===== src/rtl/extnet_pool.sv =====
// extnet_pool: 2x2 / stride-2 max or average pooling over a raster-ordered, multi-unit fixed-point stream.
// Build option: define POOL_RELU_EN to force negative pooled channels to zero at the output register.
module extnet_pool #(
  parameter int WIDTH     = 8,
  parameter int HEIGHT    = 8,
  parameter int W_WIDTH   = 10,
  parameter int W_HEIGHT  = 10,
  parameter int UNITS     = 12,
  parameter int INT_BITW  = 5,
  parameter int FRAC_BITW = 8,
  parameter int MODE      = 0,
  localparam int FIXED_BITW = INT_BITW + FRAC_BITW,
  localparam int H_BITW     = $clog2(W_WIDTH),
  localparam int V_BITW     = $clog2(W_HEIGHT),
  localparam int PIX_BITW   = FIXED_BITW * UNITS
) (
  input  logic                clock,
  input  logic                rst,
  input  logic                in_enable,
  input  logic [0:PIX_BITW-1] in_pixels,
  input  logic [V_BITW-1:0]   in_vcnt,
  input  logic [H_BITW-1:0]   in_hcnt,
  output logic                out_enable,
  output logic [0:PIX_BITW-1] out_pixels,
  output logic [V_BITW-1:0]   out_vcnt,
  output logic [H_BITW-1:0]   out_hcnt
);

  localparam int PAIR_BITW = FIXED_BITW + 1;
  localparam int SUM_BITW  = FIXED_BITW + 2;
  localparam int LB_DEPTH  = WIDTH / 2;
  localparam int LB_AW     = (LB_DEPTH > 1) ? $clog2(LB_DEPTH) : 1;
  localparam int LB_WORD   = UNITS * PAIR_BITW;

  localparam logic [31:0] WIDTH_U    = 32'(WIDTH);
  localparam logic [31:0] HEIGHT_U   = 32'(HEIGHT);
  localparam logic [31:0] LB_DEPTH_U = 32'(LB_DEPTH);

  logic [0:PIX_BITW-1] h_hold_q, h_hold_d;
  logic                h_ok_q, h_ok_d;
  logic                row_ok_q, row_ok_d;
  logic                v0_seen_q, v0_seen_d;
  logic                out_enable_q, out_enable_d;
  logic [0:PIX_BITW-1] out_pixels_q, out_pixels_d;
  logic [V_BITW-1:0]   out_vcnt_q, out_vcnt_d;
  logic [H_BITW-1:0]   out_hcnt_q, out_hcnt_d;

  logic                accept;
  logic                v_odd;
  logic                h_odd;
  logic                pair_fire;
  logic                out_fire;
  logic [H_BITW-1:0]   lb_col;
  logic                lb_col_ok;
  logic [LB_AW-1:0]    lb_addr;
  logic                lb_we;
  logic                lb_re;

  logic [LB_WORD-1:0]  lb_mem [LB_DEPTH];
  logic [LB_WORD-1:0]  lb_rd_q;
  logic [LB_WORD-1:0]  pair_word;
  logic [0:PIX_BITW-1] result_word;

  assign accept    = in_enable && (32'(in_vcnt) < HEIGHT_U) && (32'(in_hcnt) < WIDTH_U);
  assign v_odd     = in_vcnt[0];
  assign h_odd     = in_hcnt[0];
  assign lb_col    = in_hcnt >> 1;
  assign lb_col_ok = 32'(lb_col) < LB_DEPTH_U;
  assign lb_addr   = LB_AW'(lb_col);
  assign pair_fire = accept && h_odd && h_ok_q;
  assign out_fire  = pair_fire && v_odd && row_ok_q;
  // Even rows only write and odd rows only read, so the two ports never collide.
  assign lb_we     = pair_fire && !v_odd && lb_col_ok;
  assign lb_re     = accept && !h_odd && v_odd && lb_col_ok;

  // Per-channel arithmetic: horizontal pair, then vertical combine with the buffered upper pair.
  for (genvar gi = 0; gi < UNITS; gi++) begin : g_ch
    logic signed [FIXED_BITW-1:0] hold_val;
    logic signed [FIXED_BITW-1:0] pix_val;
    logic signed [PAIR_BITW-1:0]  pair_val;
    logic signed [PAIR_BITW-1:0]  top_val;
    logic signed [FIXED_BITW-1:0] res_val;
    logic signed [FIXED_BITW-1:0] res_act;

    assign hold_val = h_hold_q[gi*FIXED_BITW +: FIXED_BITW];
    assign pix_val  = in_pixels[gi*FIXED_BITW +: FIXED_BITW];
    assign top_val  = lb_rd_q[gi*PAIR_BITW +: PAIR_BITW];

    if (MODE == 1) begin : g_avg
      logic signed [SUM_BITW-1:0] sum_val;
      logic                       unused_bits;

      assign pair_val    = {hold_val[FIXED_BITW-1], hold_val} + {pix_val[FIXED_BITW-1], pix_val};
      // +2 then drop two LSBs: divide by four, rounding half up.
      assign sum_val     = {top_val[PAIR_BITW-1], top_val} + {pair_val[PAIR_BITW-1], pair_val}
                           + SUM_BITW'(2);
      assign res_val     = sum_val[SUM_BITW-1:2];
      assign unused_bits = ^sum_val[1:0];
    end else begin : g_max
      assign pair_val = (hold_val > pix_val) ? {hold_val[FIXED_BITW-1], hold_val}
                                             : {pix_val[FIXED_BITW-1], pix_val};
      assign res_val  = (top_val > pair_val) ? top_val[FIXED_BITW-1:0]
                                             : pair_val[FIXED_BITW-1:0];
    end

`ifdef POOL_RELU_EN
    assign res_act = res_val[FIXED_BITW-1] ? '0 : res_val;
`else
    assign res_act = res_val;
`endif

    assign pair_word[gi*PAIR_BITW +: PAIR_BITW]      = pair_val;
    assign result_word[gi*FIXED_BITW +: FIXED_BITW] = res_act;
  end

  always_comb begin
    h_hold_d     = h_hold_q;
    h_ok_d       = h_ok_q;
    row_ok_d     = row_ok_q;
    v0_seen_d    = v0_seen_q;
    out_enable_d = out_fire;
    out_pixels_d = out_pixels_q;
    out_vcnt_d   = out_vcnt_q;
    out_hcnt_d   = out_hcnt_q;

    if (accept) begin
      v0_seen_d = (in_vcnt == '0);
      if (!h_odd) begin
        h_hold_d = in_pixels;
        h_ok_d   = 1'b1;
      end else begin
        h_ok_d   = 1'b0;
      end
      // First accepted pixel of row 0 starts a new frame: the buffered row is stale.
      if ((in_vcnt == '0) && !v0_seen_q) begin
        row_ok_d = 1'b0;
      end
      if (lb_we && (lb_col == '0)) begin
        row_ok_d = 1'b1;
      end
    end

    if (out_fire) begin
      out_pixels_d = result_word;
      out_vcnt_d   = in_vcnt >> 1;
      out_hcnt_d   = in_hcnt >> 1;
    end
  end

  always_ff @(posedge clock or posedge rst) begin
    if (rst) begin
      h_hold_q     <= '0;
      h_ok_q       <= 1'b0;
      row_ok_q     <= 1'b0;
      v0_seen_q    <= 1'b0;
      out_enable_q <= 1'b0;
      out_pixels_q <= '0;
      out_vcnt_q   <= '0;
      out_hcnt_q   <= '0;
    end else begin
      h_hold_q     <= h_hold_d;
      h_ok_q       <= h_ok_d;
      row_ok_q     <= row_ok_d;
      v0_seen_q    <= v0_seen_d;
      out_enable_q <= out_enable_d;
      out_pixels_q <= out_pixels_d;
      out_vcnt_q   <= out_vcnt_d;
      out_hcnt_q   <= out_hcnt_d;
    end
  end

  // Line buffer: no reset so it maps onto block RAM with a registered read.
  always_ff @(posedge clock) begin
    if (lb_we) begin
      lb_mem[lb_addr] <= pair_word;
    end
    if (lb_re) begin
      lb_rd_q <= lb_mem[lb_addr];
    end
  end

  assign out_enable = out_enable_q;
  assign out_pixels = out_pixels_q;
  assign out_vcnt   = out_vcnt_q;
  assign out_hcnt   = out_hcnt_q;

endmodule


===== config.mk =====
export PLATFORM = sky130hd
export DESIGN_NAME = extnet_pool
export DESIGN_NICKNAME = d
export VERILOG_FILES = /design/src/rtl/extnet_pool.sv
export SDC_FILE = /design/constraint.sdc
export NUM_CORES = 2
export LEC_CHECK = 0
export ABC_CLOCK_PERIOD_IN_PS = 17710
export CAP_MARGIN = 20
export CORE_ASPECT_RATIO = 0.9
export CORE_UTILIZATION = 50
export CTS_CLUSTER_DIAMETER = 120
export DETAILED_ROUTE_END_ITERATION = 6
export PLACE_DENSITY_LB_ADDON = 0.15
export SYNTH_ARGS = -nofsm -noshare
export SYNTH_HDL_FRONTEND = slang
export SYNTH_SLANG_ARGS = --single-unit

===== constraint.sdc =====
create_clock -name clock -period 17.71 [get_ports clock]
set_input_delay 3.542 -clock clock [delete_from_list [all_inputs] [get_ports clock]]
set_output_delay 3.542 -clock clock [all_outputs]
set_load 0.1 [all_outputs]

==> impl_results.md <==
- Cell depth of the worst flop-to-flop path: 16
- Critical path class: input port to register
- Initial core utilization: 50.8%
- Yosys cell types: 88
- Buf/Inv on CP: 4
- Final setup viols: 0
- Minimum clock period: 8.42 ns
- Post-route ant nets: 0
- Pins Over Slew Limit: 0
- Core area: 101000 um2
- Mapped Area: 51200 um2
- Largest area contributor in the netlist: edfxtp_1
- Worst path cell trace: clkdlybuf4s50_1 > inv_1 > ha_1 > nand4_1 > nor3_2 > nand2_1 > o31a_1 > a21oi_1 > buf_4 > mux2i_1 > ha_1 > nand4_1 > inv_1 > a221o_1 > o2bb2ai_1 > o211ai_1 > nand2_1 > o211ai_1
- H-tree depth: 3
- CP max stage cell: o211ai_1
- Final hold slack: 0.480 ns
- VDD IR max: 0.0000759 V
- Final Util: 59.2%
- Run status: complete, but fails checks
- Share of cells above drive strength 1: 15.6%
- Worst Hold Path Cells: 2
- Hpwl dp: 74700 um
- Syn Inst Count: 3509
- Congestion Overflow GR: 0
- Pwr/cell area: 118 nW/um2
- Post-synth ARST share: 29.2%
- DRT Wirelength: 115000 um
- CTS tree: done
- Clk slew on worst S/H paths: 0.06 ns
- Failing checks: DRC
- Fillers: 7919
- Total design power: 7.05 mW
- Drt via density: 5.63
- Max-cap violations: 0
- Arrival @ worst endpoint: 9.01 ns
- Area post-placement: 55900 um2
- Post-synth top cells: edfxtp_1, inv_1, dfrtp_1
- CTS Sinks: 1102
- Drt wl/cell: 21.8 um
- Largest net degree at the start of global routing: 134
- Number of flops mapped to enable cells by yosys: 780
- Hold Path Class: register to register
- Detailed Route Iter0 Violations: 1963
- Synthesis-to-finish area growth: 16.5%
- Register bit total from synthesis: 1102
- Routability cong.: 0.821
- FMAX: 0.119 GHz
- IO Port Bufs: 329
- Worst EP required: 18.30 ns
- Post-CTS Resized: 0
- Top area cells in the synthesized netlist: edfxtp_1, dfrtp_1, ha_1, mux4_2, mux2_2
- Post-CTS Setup Bufs: 0
- Crit path largest cell delay: 0.74 ns
- DR vias: 29.8k
- WP depth: 18
- CP startpoint kind: input port
- Die X: 339 um
- Relative slew slack: 21.0%
- Post-route DRC: 14
- Cts bufs inserted: 112
- CP top delay family: compound AO/OA/AOI/OAI gates
- FP Rows: 110
- Die Height: 306 um
- Vias in the first global route: 30.8k
- Lkg Pwr: 23.6 nW
- Drt first pass iters: 7
- Post-synth top area share: 45.7%
- Synth Warn #: 0
- Max FO, Critical Path: 11
- Clock Latency Late Sink: 0.70 ns
- Initial antenna violation count: 11
- Syn_area_per_cell: 14.6 um2
- Prevailing post-synth register cell: edfxtp_1
- Worst setup margin: 9.29 ns
- Placed cells: 5074
- Setup TNS: 0 ns
- Clock Path Buffers: 3
- Design Area, Final: 59700 um2
- Die area: 104000 um2
- Most frequent cell after synthesis: edfxtp_1
- Post-CTS Hold Buffers: 0
- Seq/Total Area, Yosys: 61.5%
- Root Driver: clkbuf_16
- Pre-CTS WS: 8.57 ns
- Slew @ Worst Pin: 1.18 ns
- Unrepaired setup endpoints after global routing: no
- Cell Count, Final, Fillers Out: 5293
- Tot GR Track Use: 22.5%
- Clock Skews: 0.0250 ns
- Final hold violation count: 0
- CP Capture Type: register
- Layout Nets: 4324
- Num ports: 332
- First-pass GRT wire length: 181000 um
- Tcrit/Tclk final: 47.5%
[cell families (layout without fill, tap and decap cells)]
kind of cell	after synthesis	in the layout	synth area share (%)
simple gates	520	520	4.78
mux	458	458	13.7
compound gates	621	621	8.49
other cells	1	7	0.00732
flops	1102	1102	61.5
fa+ha+maj	312	312	7.62
buf+inv	495	929	3.92
[sequential cells by signal, summed over array words and instances, names as in the netlist]
register,count
h_hold_q,156
h_ok_q,1
lb_mem,624
lb_rd_q,156
out_enable,1
out_hcnt,3
out_pixels,156
out_vcnt,3
row_ok_q,1
v0_seen_q,1
[path summary, 6_finish.rpt]
check,start,to,slack (ns)
worst max-delay path,in_pixels[52],out_pixels[57],9.29
worst min-delay path,out_pixels[104],out_pixels[104],0.48
worst max register to register,h_hold_q[52],out_pixels[57],12.32
worst min register to register,out_pixels[104],out_pixels[104],0.48
max in group asynchronous,rst,h_hold_q[58],12.91
min in group asynchronous,rst,v0_seen_q,3.38
[report_power, final]
part | internal (mW) | switching [mW]
Combinational | 0.599 | 0.908
Sequential | 3.00 | 0.0897
Clock | 1.44 | 1.01
Total | 5.05 | 2.01
[cells in the final DEF, fill, tap and decap left out, types with 67 or more instances in the layout]
| cell | count |
|---|---|
| edfxtp_1 | 780 |
| inv_1 | 348 |
| clkdlybuf4s50_1 | 327 |
| dfrtp_1 | 322 |
| ha_1 | 312 |
| nand2_1 | 255 |
| mux2_2 | 162 |
| mux4_2 | 156 |
| a21oi_1 | 135 |
| clkbuf_16 | 115 |
| mux2i_1 | 99 |
| o21ai_0 | 84 |
| a21o_1 | 67 |
[final cells by class]
type / count / area [um2] / area share (%)
Inverter: 351 / 1330 / 2.22
Clock inverter: 66 / 761 / 1.27
Tap cell: 1344 / 1680 / 2.82
Timing Repair Buffer: 365 / 3610 / 6.05
Sequential cell: 1102 / 31500 / 52.8
Clock buffer: 147 / 3040 / 5.09
Antenna cell: 5 / 12.5 / 0.0210
Multi-Input combinational cell: 1913 / 17800 / 29.8
[layer usage]
| metal | wire [um] | up-vias | global-route usage [%] |
|---|---|---|---|
| li1 | - | 14000 | - |
| met1 | 52500 | 15000 | 31.7 |
| met2 | 54300 | 598 | 36.0 |
| met3 | 5880 | 170 | 4.12 |
| met4 | 2570 | 10 | 6.38 |
| met5 | 53 | - | 0 |
[tightest hold or removal path: stages, from the launching register on]
cell     delay (ns)
dfrtp_1        0.34
nand2_1        0.05
o21ai_0        0.06
Note: power is estimated with default switching activity, not from simulation.
